==> src/rtl/axi_ctrl_pkg.sv <==
// Shared types and helpers for the AXI drain controller: FSM state encoding and
// counter sizing.
package axi_ctrl_pkg;

   typedef enum logic [1:0] {
      ST_RUN      = 2'd0,
      ST_DRAIN    = 2'd1,
      ST_ISOLATED = 2'd2
   } drain_state_t;

   localparam int DEF_MAX_OUTSTANDING = 8;

   function automatic int cnt_width(input int max_val);
      return $clog2(max_val + 1);
   endfunction

endpackage

==> src/rtl/axi_txn_counter.sv <==
// Up/down transaction counter. A decrement at zero is ignored and reported on
// underflow_o; simultaneous inc/dec leaves the count unchanged.
module axi_txn_counter #(
   parameter int CNT_W = 4
)(
   input  logic             clk_i,
   input  logic             rst_i,
   input  logic             inc_i,
   input  logic             dec_i,
   output logic [CNT_W-1:0] cnt_o,
   output logic             underflow_o
);

   logic [CNT_W-1:0] r_cnt;
   logic             w_do_inc;
   logic             w_do_dec;

   assign underflow_o = dec_i & (r_cnt == '0);
   assign w_do_inc    = inc_i & ~(&r_cnt);
   assign w_do_dec    = dec_i & ~underflow_o;
   assign cnt_o       = r_cnt;

   // NOTE: state registers use non-blocking assignment so every flop samples pre-edge values.
   always_ff @(posedge clk_i or posedge rst_i) begin
      if (rst_i) begin
         r_cnt <= '0;
      end else begin
         case ({w_do_inc, w_do_dec})
            2'b10:   r_cnt <= r_cnt + 1'b1;
            2'b01:   r_cnt <= r_cnt - 1'b1;
            default: r_cnt <= r_cnt;
         endcase
      end
   end

endmodule

==> src/rtl/axi_drain_ctrl.sv <==
// Valid/ready gate for one AXI port: caps outstanding reads/writes and, on
// request, drains the port and acknowledges once it is empty and isolated.
module axi_drain_ctrl
   import axi_ctrl_pkg::*;
#(
   parameter int MAX_OUTSTANDING = DEF_MAX_OUTSTANDING,
   parameter int CNT_W           = cnt_width(MAX_OUTSTANDING)
)(
   input  logic             clk_i,
   input  logic             rst_i,
   input  logic             s_aw_valid_i,
   output logic             s_aw_ready_o,
   output logic             m_aw_valid_o,
   input  logic             m_aw_ready_i,
   input  logic             s_ar_valid_i,
   output logic             s_ar_ready_o,
   output logic             m_ar_valid_o,
   input  logic             m_ar_ready_i,
   input  logic             s_w_valid_i,
   output logic             s_w_ready_o,
   output logic             m_w_valid_o,
   input  logic             m_w_ready_i,
   input  logic             w_last_i,
   input  logic             b_valid_i,
   input  logic             b_ready_i,
   input  logic             r_valid_i,
   input  logic             r_ready_i,
   input  logic             r_last_i,
   input  logic             drain_req_i,
   output logic             drain_ack_o,
   output logic [CNT_W-1:0] wr_cnt_o,
   output logic [CNT_W-1:0] rd_cnt_o,
   output logic             err_o
);

   localparam logic [CNT_W-1:0] MAX_CNT = CNT_W'(MAX_OUTSTANDING);

   drain_state_t     r_state;
   drain_state_t     w_state_nxt;
   logic [CNT_W-1:0] w_owed_cnt;
   logic             r_aw_hold, r_ar_hold, r_w_hold, r_err;
   logic             w_aw_en, w_ar_en, w_w_en;
   logic             w_aw_pass, w_ar_pass, w_w_pass;
   logic             w_hs_aw, w_hs_ar, w_hs_w, w_hs_wl, w_hs_b, w_hs_rl;
   logic             w_wr_unf, w_rd_unf, w_owed_unused_unf;
   logic             w_empty;

   assign w_aw_pass    = w_aw_en | r_aw_hold;
   assign w_ar_pass    = w_ar_en | r_ar_hold;
   assign w_w_pass     = w_w_en;
   assign m_aw_valid_o = s_aw_valid_i & w_aw_pass;
   assign s_aw_ready_o = m_aw_ready_i & w_aw_pass;
   assign m_ar_valid_o = s_ar_valid_i & w_ar_pass;
   assign s_ar_ready_o = m_ar_ready_i & w_ar_pass;
   assign m_w_valid_o  = s_w_valid_i & w_w_pass;
   assign s_w_ready_o  = m_w_ready_i & w_w_pass;

   assign w_hs_aw = m_aw_valid_o & m_aw_ready_i;
   assign w_hs_ar = m_ar_valid_o & m_ar_ready_i;
   assign w_hs_w  = m_w_valid_o & m_w_ready_i;
   assign w_hs_wl = w_hs_w & w_last_i;
   assign w_hs_b  = b_valid_i & b_ready_i;
   assign w_hs_rl = r_valid_i & r_ready_i & r_last_i;
   assign err_o   = r_err;

   assign w_empty = (wr_cnt_o == '0) && (rd_cnt_o == '0) && (w_owed_cnt == '0)
                    && !r_aw_hold && !r_ar_hold;

   axi_txn_counter #(.CNT_W(CNT_W)) u_wr_cnt (
      .clk_i(clk_i), .rst_i(rst_i), .inc_i(w_hs_aw), .dec_i(w_hs_b),
      .cnt_o(wr_cnt_o), .underflow_o(w_wr_unf)
   );

   axi_txn_counter #(.CNT_W(CNT_W)) u_rd_cnt (
      .clk_i(clk_i), .rst_i(rst_i), .inc_i(w_hs_ar), .dec_i(w_hs_rl),
      .cnt_o(rd_cnt_o), .underflow_o(w_rd_unf)
   );

   // W data may legally lead its AW, so a W-last with nothing owed is not an error.
   axi_txn_counter #(.CNT_W(CNT_W)) u_w_owed (
      .clk_i(clk_i), .rst_i(rst_i), .inc_i(w_hs_aw), .dec_i(w_hs_wl),
      .cnt_o(w_owed_cnt), .underflow_o(w_owed_unused_unf)
   );

   always_ff @(posedge clk_i or posedge rst_i) begin
      if (rst_i) begin
         r_state <= ST_RUN;
      end else begin
         r_state <= w_state_nxt;
      end
   end

   always_comb begin
      // NOTE: default assignment first keeps this block free of inferred latches.
      w_state_nxt = r_state;
      case (r_state)
         ST_RUN:      if (drain_req_i) w_state_nxt = ST_DRAIN;
         ST_DRAIN:    if (!drain_req_i) w_state_nxt = ST_RUN;
                      else if (w_empty) w_state_nxt = ST_ISOLATED;
         ST_ISOLATED: if (!drain_req_i) w_state_nxt = ST_RUN;
         default:     w_state_nxt = ST_RUN;
      endcase
   end

   // Enables use the registered counts, so a slot freed this cycle opens next cycle.
   always_comb begin
      w_aw_en     = (r_state == ST_RUN) && (wr_cnt_o < MAX_CNT);
      w_ar_en     = (r_state == ST_RUN) && (rd_cnt_o < MAX_CNT);
      w_w_en      = (r_state == ST_RUN) || (w_owed_cnt != '0) || r_w_hold;
      drain_ack_o = (r_state == ST_ISOLATED);
   end

   // Hold flags keep an already-presented valid alive until its handshake.
   always_ff @(posedge clk_i or posedge rst_i) begin
      if (rst_i) begin
         r_aw_hold <= 1'b0;
         r_ar_hold <= 1'b0;
         r_w_hold  <= 1'b0;
         r_err     <= 1'b0;
      end else begin
         r_aw_hold <= (r_aw_hold | (m_aw_valid_o & ~m_aw_ready_i)) & ~w_hs_aw;
         r_ar_hold <= (r_ar_hold | (m_ar_valid_o & ~m_ar_ready_i)) & ~w_hs_ar;
         r_w_hold  <= (r_w_hold  | (m_w_valid_o  & ~m_w_ready_i))  & ~w_hs_w;
         r_err     <= r_err | w_wr_unf | w_rd_unf;
      end
   end

endmodule

==> config.mk <==
export PLATFORM = sky130hd
export DESIGN_NAME = axi_drain_ctrl
export DESIGN_NICKNAME = d
export VERILOG_FILES = /design/src/rtl/axi_ctrl_pkg.sv /design/src/rtl/axi_txn_counter.sv /design/src/rtl/axi_drain_ctrl.sv
export SDC_FILE = /design/constraint.sdc
export NUM_CORES = 1
export LEC_CHECK = 0
export ABC_AREA = 1
export CORE_UTILIZATION = 52
export CTS_CLUSTER_DIAMETER = 40
export DETAILED_ROUTE_END_ITERATION = 12
export PLACE_DENSITY_LB_ADDON = 0.12
export SLEW_MARGIN = 20
export SYNTH_ARGS = -nofsm -noshare
export SYNTH_HDL_FRONTEND = slang
export SYNTH_SLANG_ARGS = --single-unit
==> constraint.sdc <==
create_clock -name clk_i -period 6.15 [get_ports clk_i]
set_clock_uncertainty 0.2 [all_clocks]
set_input_delay 0.9225 -clock clk_i [delete_from_list [all_inputs] [get_ports clk_i]]
set_output_delay 0.9225 -clock clk_i [all_outputs]
set_load 0.005 [all_outputs]
Word-level counts from Yosys, hierarchy flattened:

Cells that the tools add are included.

* reductions and logical operators: 22
* $lt $le $gt $ge: 2
* multiplexer cells: 8
* bitwise gates (word level): 47
* add/subtract/negate cells: 6
* equality and inequality tests: 11

Operators by type and width (count)
* bitwise AND 1 bit: 28
* one-hot mux 4 bit (2 select lines): 3
* adder 4 x 1 -> 4 bit (second input constant): 3
* logical NOT 4 bit: 3
* NOT 1 bit: 12
* AND reduction 4 bit: 3
* subtractor 4 x 1 -> 4 bit (second input constant): 3
* == test 2 x 1 -> 1 bit (second input constant): 4
* == test 2 bit (second input constant): 4
* < comparator 4 bit (second input constant): 2
* two-way mux 2 bit: 4
* bitwise OR 1 bit: 7
* logical AND 1 bit: 6
* one-hot mux 2 bit (3 select lines): 1
* nonzero test 2 bit: 3
* inequality test 2 bit (second input constant): 2
* nonzero test 4 bit: 1
* inequality test 3 bit (second input constant): 1
* AND reduction 3 bit: 1
* logical NOT 1 bit: 2
* logical NOT 2 bit: 1
* logical OR 1 bit: 2

* bits in registers: 18
* output and inout port bits: 16

Longest topological paths before layout:

* depth in word-level cells: 11
* gate-level depth with buffers: 15
* depth with buffers taken out: 15

Hierarchy:

Synthesis repeated with hierarchy kept, for this count alone.

* cell total of the unflattened synthesis: 217
* area, all modules: 1448.9 um^2

By module, submodules not included
* axi_txn_counter: area each 317.8 um^2, times used 3, cells an instance 44
* axi_drain_ctrl: area each 495.5 um^2, times used 1, cells an instance 85

Worst setup path after synthesis:

Ideal clock, no wire load.

* path kind: input-to-reg
* from: in s_aw_valid_i
* to: reg u_wr_cnt.r_cnt[3], in the netlist u_wr_cnt.cnt_o[3]
* arrival time: 2.285 ns
* path slack: 3.544 ns
* library setup time: 0.121 ns
* cell stages on the path: 10
* cell sequence: nand2_1 > nor2_1 > o41ai_1 > ha_1 > ha_1 > nand3_1 > and2_1 > and2_1 > o21bai_1 > nand2_1

* longest elaborated chain between the ends: 5
* elaborated cells between the ends (all ways): 7

Ends and longest elaborated chain
* from (decl): line axi_drain_ctrl.sv:11 `input logic s_aw_valid_i,`
* bitwise AND 1 bit *: line axi_drain_ctrl.sv:51 `assign m_aw_valid_o = s_aw_valid_i & w_aw_pass;`
* bitwise AND 1 bit *: line axi_drain_ctrl.sv:58 `assign w_hs_aw = m_aw_valid_o & m_aw_ready_i;`
* bitwise AND 1 bit *: line axi_txn_counter.sv:19 `assign w_do_inc = inc_i & ~(&r_cnt);`
* == test 2 x 1 -> 1 bit or == test 2 bit (tied branches): line axi_txn_counter.sv:28 `case ({w_do_inc, w_do_dec})`
* one-hot mux 4 bit (2 select lines) or nonzero test 2 bit (tied branches)
* to (signal assigned): line axi_txn_counter.sv:29 `2'b10: r_cnt <= r_cnt + 1'b1;`
* to (signal assigned): line axi_txn_counter.sv:30 `2'b01: r_cnt <= r_cnt - 1'b1;`
* to (signal assigned): line axi_txn_counter.sv:31 `default: r_cnt <= r_cnt;`
* to (decl): line axi_txn_counter.sv:14 `logic [CNT_W-1:0] r_cnt;`

Every way passes the cells marked *; elsewhere a longest branch is shown, timed or not.
A chain may end at the register's enable or synchronous reset.

Worst setup path in the final report:

* from: in m_w_ready_i
* to: out s_w_ready_o

* longest elaborated chain between the ends: 1

Ends and longest elaborated chain
* from (decl): line axi_drain_ctrl.sv:22 `input logic m_w_ready_i,`
* bitwise AND 1 bit: line axi_drain_ctrl.sv:56 `assign s_w_ready_o = m_w_ready_i & w_w_pass;`
* to (decl): line axi_drain_ctrl.sv:20 `output logic s_w_ready_o,`

Every way passes these cells.

==> impl_metrics.toml <==
[status]
status = "completed"

[global_routing]
grtUsageTotal_pct = 23.95
grt_first_pass_wirelength_um = 4540
grt_max_degree = 19
grt_overflow = 0
grt_pass1_vias = 1097
antenna_found_initial = 0

[power]
p_leak_nw = 0.8222
power_density_mw_per_mm2 = 375.3
design_power_total_mw = 0.5963
peakVddDrop_uv = 266.7

[clock_network]
clk_pin_slew_ps = 100
cts_buffers = 3
cts_tree = "done"
clkLatencyLatePin_ps = 290
cts.htree.levels = 1
postCtsSetupBuffers = 0
clockBufferDepth = 2
cts_sinks = 18
cts_hold_buf = 0
clk_root_buffer_cell = "clkbuf_4"
cts-resized-gates = 0

[drt]
routedWlPerCell_um = 11.92
drc = 0
dr.pass1.iters = 4
ant_nets = 0
drt_iter0_drc = 17
viasPerCell = 5.073
wl_um = 2611
vias = 1111

[worst_setup_path]
critPathKind = "in -> out"
path_cells = "clkdlybuf4s50_1, a21boi_0, clkdlybuf4s50_1"
cp_data_arrival_time_ps = 2140
slowest_stage = "clkdlybuf4s50_1"
max_stage_delay_ps = 530
critPathRequiredTime_ps = 5030
startpoint_type = "primary input"
reg2reg_depth = 13
worst_setup_path_end_kind = "output port"
rrSetupSlack_ps = 3480
worstPathMaxFanout = 3
reg2reg_from = "r_state[1]"
critical_path.startpoint = "m_w_ready_i"
path_common_cell = "clkdlybuf4s50_1"

[synthesis]
synth_fp_nets = 183
syn_avg_cell_area_um2 = 7.754
seq_area_frac_synth_pct = 37.00
ys_types = 20
synth_cells = 157
synthesis.area_mm2 = 0.001217
yosys.area.top_type = "dfrtp_1"
synth_ff_type = "dfrtp_1"
synth_edf_count = 0
ys_seq_elements = 18
yosysTopAreaCellShare_pct = 37.00
synth.area.top_cells = "dfrtp_1, inv_1, ha_1"
yosys_warnings = 0
async_reset_ff_share_pct = 100.0
synth_common_cells = "inv_1, nand2_1, dfrtp_1"
yosysMostFrequentCell = "inv_1"

[floorplan]
std_cell_rows = 17
ios = 31
die_h_um = 50.39
die-area_mm2 = 0.002539
die_x_um = 50.39
core_area_mm2 = 0.002212
start_util_pct = 55.03

[min_path]
holdPathStages = 2
min_from = "err_o"
hp-class = "reg -> reg"

[sta]
period_share_pct = 53.08
post-route-min-period_ps = 3265
hold_viol = 0
setup_violations = 0
max_freq_mhz = 306.3
setup_tns_ps = 0
rsz0062_at_grt = "false"
slew_headroom_pct = 55.20
slew_violations = 0
tightest_slew_ps = 671.2

[placement]
hpwlAfterDp_um = 2157
io_buffers = 30
gp_congestion = 0.8744

[cells_and_area]
drive_above_1_share_pct = 2.618
antennaDiodeCount = 0
fillers = 179
nets = 218
synthToLayoutAreaGrowth_pct = 30.52

[flow_run]
drv_cap = 0
==> worst paths after layout <==
check,endpoint
worst max register to register,u_rd_cnt.cnt_o[3]
worst min register to register,err_o
max in group asynchronous,err_o
min in group asynchronous,async pin
worst min-delay path,err_o
worst max-delay path,s_w_ready_o
==> where the power goes <==
part           switching [mW]  internal, mW  total, mW  leakage [nW]
Combinational           0.148         0.153      0.301         0.584
Clock                  0.0374        0.0360     0.0734        0.0210
Sequential             0.0581         0.164      0.222         0.217
Total                   0.243         0.353      0.596         0.822
==> worst max-delay path: cells and delay by family <==
kind / cells / cell delay (ps)
compound gates: 1 / 190
buf+inv: 2 / 1020
==> kinds of logic after synthesis <==
logic type	count (synthesis)	synth area share, %
flops	18	37.00
fa+ha+maj	11	12.54
buf+inv	34	10.48
xor+xnor	8	5.756
compound gates	22	10.28
simple gates	64	23.95
==> cell usage in the layout (no fill, tap or decap) <==
master	count
inv_1	34
clkdlybuf4s50_1	30
nand2_1	28
dfrtp_1	18
nor2_1	12
ha_1	9
o21ai_0	8
nand3_1	8
a21oi_1	7
nand4_1	6
xor2_1	5
and2_1	4
nor3_1	4
xnor2_1	3
clkbuf_4	3
o21bai_1	2
o21ai_1	2
o41ai_1	2
fa_1	2
nor4_2	1
nor4_1	1
a21boi_0	1
clkbuf_8	1
==> through the flow <==
| step | area [um2] | std cells | hold slack, ps | utilization (%) | worst slack [ps] |
|---|---|---|---|---|---|
| after global routing | 1589 | 219 | 343.2 | 71.83 | 2821 |
| after floorplan | 1217 | 157 | 241.7 | - | 3544 |
| final | 1589 | 219 | 292.1 | 71.83 | 2885 |
| after detailed placement | 1553 | 215 | 267.8 | 70.19 | 2885 |
| after CTS | 1589 | 219 | 298.5 | 71.83 | 2888 |
| after global placement | 1553 | 215 | 258.7 | 70.19 | 2928 |
==> routing by layer <==
| metal | global-route usage, % | part of all wire, % | vias to the layer above | routed length (um) |
|---|---|---|---|---|
| met3 | 3.333 | 2.6 | 4 | 68 |
| met1 | 27.96 | 44 | 514 | 1156 |
| met5 | 0 | 0 | - | 0 |
| li1 | - | - | 574 | - |
| met2 | 42.89 | 52 | 19 | 1349 |
| met4 | 11.11 | 1.4 | 0 | 37 |
==> layout make-up <==
| cell class | instances | area (um2) | share of cell area (%) |
|---|---|---|---|
| clock buffer | 4 | 36.28 | 2.283 |
| inverter | 34 | 127.6 | 8.031 |
| multi-input combinational | 105 | 639.4 | 40.24 |
| sequential | 18 | 450.4 | 28.35 |
| tap | 28 | 35.03 | 2.205 |
| timing repair buffer | 30 | 300.3 | 18.90 |
No activity file was read; power rests on OpenSTA's default activity.
